### config.mk
export PLATFORM = sky130hd
export DESIGN_NAME = serial_adder_flat
export DESIGN_NICKNAME = d
export VERILOG_FILES = /design/src/rtl/serial_arith_pkg.sv /design/src/rtl/serial_adder_if.sv /design/src/rtl/full_adder_bit.sv /design/src/rtl/serial_adder.sv /design/src/flat_wrapper.sv
export SDC_FILE = /design/constraint.sdc
export NUM_CORES = 1
export LEC_CHECK = 0
export CAP_MARGIN = 20
export CORE_ASPECT_RATIO = 0.7
export CORE_MARGIN = 2
export CORE_UTILIZATION = 54
export DETAILED_ROUTE_END_ITERATION = 7
export HOLD_SLACK_MARGIN = 0.1
export PLACE_DENSITY = 0.83
export REMOVE_ABC_BUFFERS = 1
export SLEW_MARGIN = 0
export SYNTH_ARGS = -nofsm -noshare
export SYNTH_HDL_FRONTEND = slang
export SYNTH_SLANG_ARGS = --single-unit
### constraint.sdc
create_clock -name clk -period 3.7 [get_ports clk]
set_input_delay 1.11 -clock clk [delete_from_list [all_inputs] [get_ports clk]]
set_output_delay 1.11 -clock clk [all_outputs]
set_load 0.01 [all_outputs]
### src/rtl/serial_arith_pkg.sv
// serial_arith_pkg: shared FSM encodings and default width for the serial arithmetic cells
//   No ports. Exports state_e (IDLE/SHIFT/DONE) and DEFAULT_WIDTH.
package serial_arith_pkg;
   localparam int DEFAULT_WIDTH = 8;
   typedef enum logic [1:0] {
      IDLE  = 2'd0,
      SHIFT = 2'd1,
      DONE  = 2'd2
   } state_e;
endpackage

### src/rtl/serial_adder_if.sv
// serial_adder_if: request/result bundle between a requester and serial_adder
//   start, a, b   : requester -> adder (operands captured on the accepting edge)
//   busy, done    : adder -> requester status, done is a one-cycle strobe
//   sum, cout     : adder -> requester result, updated only at completion
interface serial_adder_if
   import serial_arith_pkg::*;
#(
   parameter int WIDTH = DEFAULT_WIDTH
);
   logic             start;
   logic [WIDTH-1:0] a;
   logic [WIDTH-1:0] b;
   logic             busy;
   logic             done;
   logic [WIDTH-1:0] sum;
   logic             cout;
   modport master (output start, a, b, input busy, done, sum, cout);
   modport slave  (input start, a, b, output busy, done, sum, cout);
endinterface

### src/rtl/full_adder_bit.sv
// full_adder_bit: combinational 1-bit full adder
//   x, y, cin : addend bits and carry-in
//   s, co     : sum bit and carry-out (majority of the three inputs)
module full_adder_bit (
   input  logic x,
   input  logic y,
   input  logic cin,
   output logic s,
   output logic co
);
   assign s  = x ^ y ^ cin;
   assign co = (x & y) | (x & cin) | (y & cin);
endmodule

### src/rtl/serial_adder.sv
// serial_adder: bit-serial unsigned adder, LSB first, one full-adder cell plus a carry flop
//   clk, rst : clock and synchronous active-high reset
//   bus      : slave side of serial_adder_if (start/a/b in, busy/done/sum/cout out)
module serial_adder
   import serial_arith_pkg::*;
#(
   parameter int WIDTH = DEFAULT_WIDTH
) (
   input logic           clk,
   input logic           rst,
   serial_adder_if.slave bus
);
   localparam int CNT_W = $clog2(WIDTH);
   state_e           state_q, state_d;
   logic [CNT_W-1:0] cnt_q, cnt_d;
   logic [WIDTH-1:0] a_q, a_d, b_q, b_d;
   logic [WIDTH-2:0] ps_q, ps_d;
   logic [WIDTH-1:0] sum_q, sum_d;
   logic             c_q, c_d, cout_q, cout_d;
   logic             s, co, last;
   logic [WIDTH-1:0] sh;
   full_adder_bit u_fa (.x(a_q[0]), .y(b_q[0]), .cin(c_q), .s(s), .co(co));
   // Partial sum keeps only the WIDTH-1 bits already produced; the bit being
   // computed this cycle completes the word on the final edge.
   assign sh   = {s, ps_q};
   assign last = cnt_q == CNT_W'(WIDTH - 1);
   always_comb begin
      state_d = state_q;
      cnt_d   = cnt_q;
      a_d     = a_q;
      b_d     = b_q;
      c_d     = c_q;
      ps_d    = ps_q;
      sum_d   = sum_q;
      cout_d  = cout_q;
      case (state_q)
         IDLE: if (bus.start) begin
            a_d     = bus.a;
            b_d     = bus.b;
            c_d     = 1'b0;
            cnt_d   = '0;
            state_d = SHIFT;
         end
         SHIFT: begin
            a_d   = a_q >> 1;
            b_d   = b_q >> 1;
            c_d   = co;
            ps_d  = sh[WIDTH-1:1];
            cnt_d = cnt_q + CNT_W'(1);
            if (last) begin
               sum_d   = sh;
               cout_d  = co;
               state_d = DONE;
            end
         end
         default: state_d = IDLE;
      endcase
   end
   always_ff @(posedge clk) begin
      if (rst) begin
         state_q <= IDLE;
         cnt_q   <= '0;
         a_q     <= '0;
         b_q     <= '0;
         c_q     <= 1'b0;
         ps_q    <= '0;
         sum_q   <= '0;
         cout_q  <= 1'b0;
      end else begin
         state_q <= state_d;
         cnt_q   <= cnt_d;
         a_q     <= a_d;
         b_q     <= b_d;
         c_q     <= c_d;
         ps_q    <= ps_d;
         sum_q   <= sum_d;
         cout_q  <= cout_d;
      end
   end
   assign bus.busy = state_q != IDLE;
   assign bus.done = state_q == DONE;
   assign bus.sum  = sum_q;
   assign bus.cout = cout_q;
endmodule

### src/flat_wrapper.sv
// flat-port wrapper written by rule: the top's interface ports become plain ports
module serial_adder_flat import serial_arith_pkg::*;
#(
   parameter int WIDTH = DEFAULT_WIDTH
)
  (clk, rst, bus_start, bus_a, bus_b, bus_busy, bus_done, bus_sum, bus_cout);
  serial_adder_if #(.WIDTH(WIDTH)) bus_i ();
  input logic clk;
  input logic rst;
  input wire logic [$bits(bus_i.start)-1:0] bus_start;
  input wire logic [$bits(bus_i.a)-1:0] bus_a;
  input wire logic [$bits(bus_i.b)-1:0] bus_b;
  output wire logic [$bits(bus_i.busy)-1:0] bus_busy;
  output wire logic [$bits(bus_i.done)-1:0] bus_done;
  output wire logic [$bits(bus_i.sum)-1:0] bus_sum;
  output wire logic [$bits(bus_i.cout)-1:0] bus_cout;
  assign bus_i.start = bus_start;
  assign bus_i.a = bus_a;
  assign bus_i.b = bus_b;
  assign bus_busy = bus_i.busy;
  assign bus_done = bus_i.done;
  assign bus_sum = bus_i.sum;
  assign bus_cout = bus_i.cout;
  serial_adder #(.WIDTH(WIDTH)) u_core (.clk(clk), .rst(rst), .bus(bus_i));
endmodule
==> impl_metrics.py <==
metrics = {
    "clock_tree": {
        "cts_root_buf": "clkbuf_8",
        "clk_path_buf_depth": 2,
        "clock_latency_ns": 0.29,
        "cts_sinks": 38,
        "cts_tree": "yes",
        "post_cts_buffers": 0,
        "h-tree-depth": 2,
        "cts_made_buffers": 5,
        "cts_resized": 0,
        "clk_pin_slew_worst_paths_ns": 0.08,
        "cts_hold_buf": 0,
    },
    "global_route": {
        "grt_use_total_pct": 21.9,
        "grt_antenna_before_repair": 0,
        "grt_pass1_wl_mm": 5.41,
        "grt_pass1_vias": 1279,
        "grt_max_degree": 39,
        "grt_overflow_total": 0,
    },
    "timing": {
        "tightest_slew_ns": 0.786,
        "finalSetupTns_ns": 0,
        "period_share_pct": 71.2,
        "finalHoldViolations": 0,
        "relSlewSlack_pct": 47.6,
        "max_freq_mhz": 380,
        "slew_violations": 0,
        "fin_skew_ns": 0.00880,
        "setup_viol": 0,
        "final.min_clock_period_ns": 2.63,
        "rsz0062_at_grt": "false",
    },
    "logic_synthesis": {
        "synth_edf_count": 0,
        "yosysUniqueCellTypes": 24,
        "syn_inst": 187,
        "yosys_most_used_dff": "dfxtp_1",
        "synth.area.top_cells": "dfxtp_1 50%, nor2_1 12%, a21oi_1 6.0%",
        "yosys_warnings": 0,
        "syn_area_mm2": 0.00151,
        "synth_top_cell_by_area": "dfxtp_1",
        "synth.top_cell.area_share_pct": 50.2,
        "async_reset_ff_share_pct": 0,
        "avgSynthCellArea_um2": 8.10,
        "ys_ff_latch": 38,
        "ys_seq_area_share_pct": 50.2,
    },
    "power": {
        "p_comb_share_pct": 8.8,
        "seqPwrFrac_pct": 46.6,
        "swShare_pct": 21.7,
        "p_int_uw": 738,
        "ir_drop_uv": 265,
        "clock_power_share_pct": 44.6,
        "power_leakage_nw": 0.732,
        "p_switching_uw": 205,
        "power_density_mw_per_mm2": 488,
    },
    "critical_path": {
        "rr_endpoint": "u_core.bus.sum[3]",
        "cp_max_fo": 12,
        "required_ns": 2.59,
        "end_kind": "primary output",
        "path_cells": "nor2b_1 -> clkdlybuf4s50_1",
        "path_class": "flip-flop to primary output",
        "start_kind": "flip-flop",
        "rr_worst_depth": 5,
        "r2r_setup_slack_ns": 2.00,
        "r2r-start": "u_core.cnt_q[0]",
        "critPathMaxStageDelay_ns": 0.55,
        "cp_slowest_cell": "clkdlybuf4s50_1",
        "crit_arrival_ns": 1.52,
    },
    "routing": {
        "vias": 1296,
        "drt-total-wl_mm": 3.08,
        "vias_per_cell": 5.23,
        "route.antenna.remaining_nets": 0,
        "route.detailed.drc": 0,
        "drtIter0Drc": 68,
        "wire_per_inst_um": 12.4,
        "first_pass_iters": 4,
    },
    "place": {
        "io_buffers": 29,
        "place.detailed.hpwl_mm": 2.04,
        "place.gp.congestion": 0.719,
    },
    "die": {
        "die_w_um": 67.3,
        "dieArea_mm2": 0.00325,
        "core_mm2": 0.00272,
        "io_pins": 30,
        "dieHeight_um": 48.3,
        "initial_core_util_pct": 55.6,
        "rows": 16,
    },
    "finish": {
        "fill_cells": 225,
        "nets": 233,
        "final_common_cell": "nor2_1",
        "final_util_pct": 70.9,
        "drive_gt1_share_pct": 6.13,
        "area_delta_synth_final_pct": 27.5,
        "final_cell_mix": "47 x nor2_1, 38 x dfxtp_1, 29 x clkdlybuf4s50_1",
        "antennaDiodeCount": 0,
    },
    "worst_hold_path": {
        "min_from": "u_core.bus.sum[4]",
        "hold-path-endpoint": "u_core.bus.sum[4]",
        "hold_depth": 2,
        "worstHoldPathType": "flip-flop to flip-flop",
    },
    "outcome": {
        "outcome": "completed",
    },
    "job": {
        "max_cap_viol_count": 0,
    },
}
power by group through the flow:
stage	Sequential [mW]	Combinational (mW)	Clock (mW)
floorplan	0.446	0.0434	0
global placement	0.447	0.0783	0
detailed placement	0.448	0.0828	0
CTS	0.439	0.0835	0.427
global route	0.442	0.0934	0.442
finish	0.439	0.0832	0.420
kinds of logic (layout without fill, tap and decap cells):
group	Yosys count	after routing	synth area share (%)
multiplexers	2	2	1.32
flip-flops	38	38	50.2
AO/OA/AOI/OAI	25	25	9.26
adder cells (fa/ha/maj)	3	3	2.97
AND/OR/NAND/NOR	104	104	31.0
buffers and inverters	15	40	5.21
flip-flops by register name, indices dropped and copies added (netlist names):
| signal | cells |
|---|---|
| u_core.c_q | 1 |
| u_core.bus.sum | 8 |
| u_core.cnt_q | 3 |
| u_core.b_q | 8 |
| u_core.bus.cout | 1 |
| u_core.a_q | 8 |
| u_core.state_q | 2 |
| u_core.ps_q | 7 |
worst max-delay path: cells and delay by family (launching register included):
kind | cells | cell delay (ns)
buf+inv | 1 | 0.55
flops | 1 | 0.50
simple gates | 1 | 0.18
metal layers:
metal | track usage [%] | routed length (µm) | vias to the layer above
li1 | - | - | 674
met1 | 26.3 | 1470 | 595
met2 | 36.0 | 1500 | 27
met3 | 7.91 | 115 | 0
met4 | 7.48 | 0 | 0
met5 | 0 | 0 | -
per-stage QoR:
| step | area (µm²) | power, mW | cells | worst slack (ns) | hold WS, ns |
|---|---|---|---|---|---|
| 3_5_place_dp | 1790 | 0.531 | 240 | 1.05 | 0.449 |
| 5_1_grt | 1930 | 0.977 | 248 | 0.941 | 0.490 |
| 2_1_floorplan | 1440 | 0.489 | 173 | 1.79 | 0.431 |
| 4_1_cts | 1930 | 0.949 | 248 | 1.04 | 0.459 |
| 6_report | 1930 | 0.942 | 248 | 1.07 | 0.457 |
| 3_3_place_gp | 1780 | 0.526 | 239 | 1.12 | 0.443 |
synth_stat cells, types with 2 or more instances:
cell type	count
o21ai_0	2
nor2b_1	3
clkbuf_1	6
nand3b_1	3
nand2_1	23
dfxtp_1	38
a22oi_1	3
nor2_1	47
ha_1	2
nor4_1	14
nand3_1	9
mux2i_1	2
buf_2	6
buf_6	2
a21oi_1	18
how the worst max path moves through the flow:
stage,from,to,slack [ns],cells past startpoint
6_report,u_core.state_q[1],bus_done,1.07,2
5_1_grt,u_core.state_q[1],bus_done,0.94,2
4_1_cts,u_core.state_q[1],bus_done,1.04,2
2_1_floorplan,bus_start,u_core.a_q[0],1.79,3
3_3_place_gp,bus_start,u_core.a_q[2],1.12,4
3_5_place_dp,bus_start,u_core.a_q[1],1.05,4
final cells by class:
type	instances	area [µm²]	area share, %
inverter	1	3.75	0.194
clock inverter	3	68.8	3.56
multi-input combinational	134	674	34.9
timing repair buffer	31	309	16.0
sequential	38	761	39.4
tap	36	45.0	2.33
clock buffer	5	68.8	3.56
(Power assumes the default switching activity.)
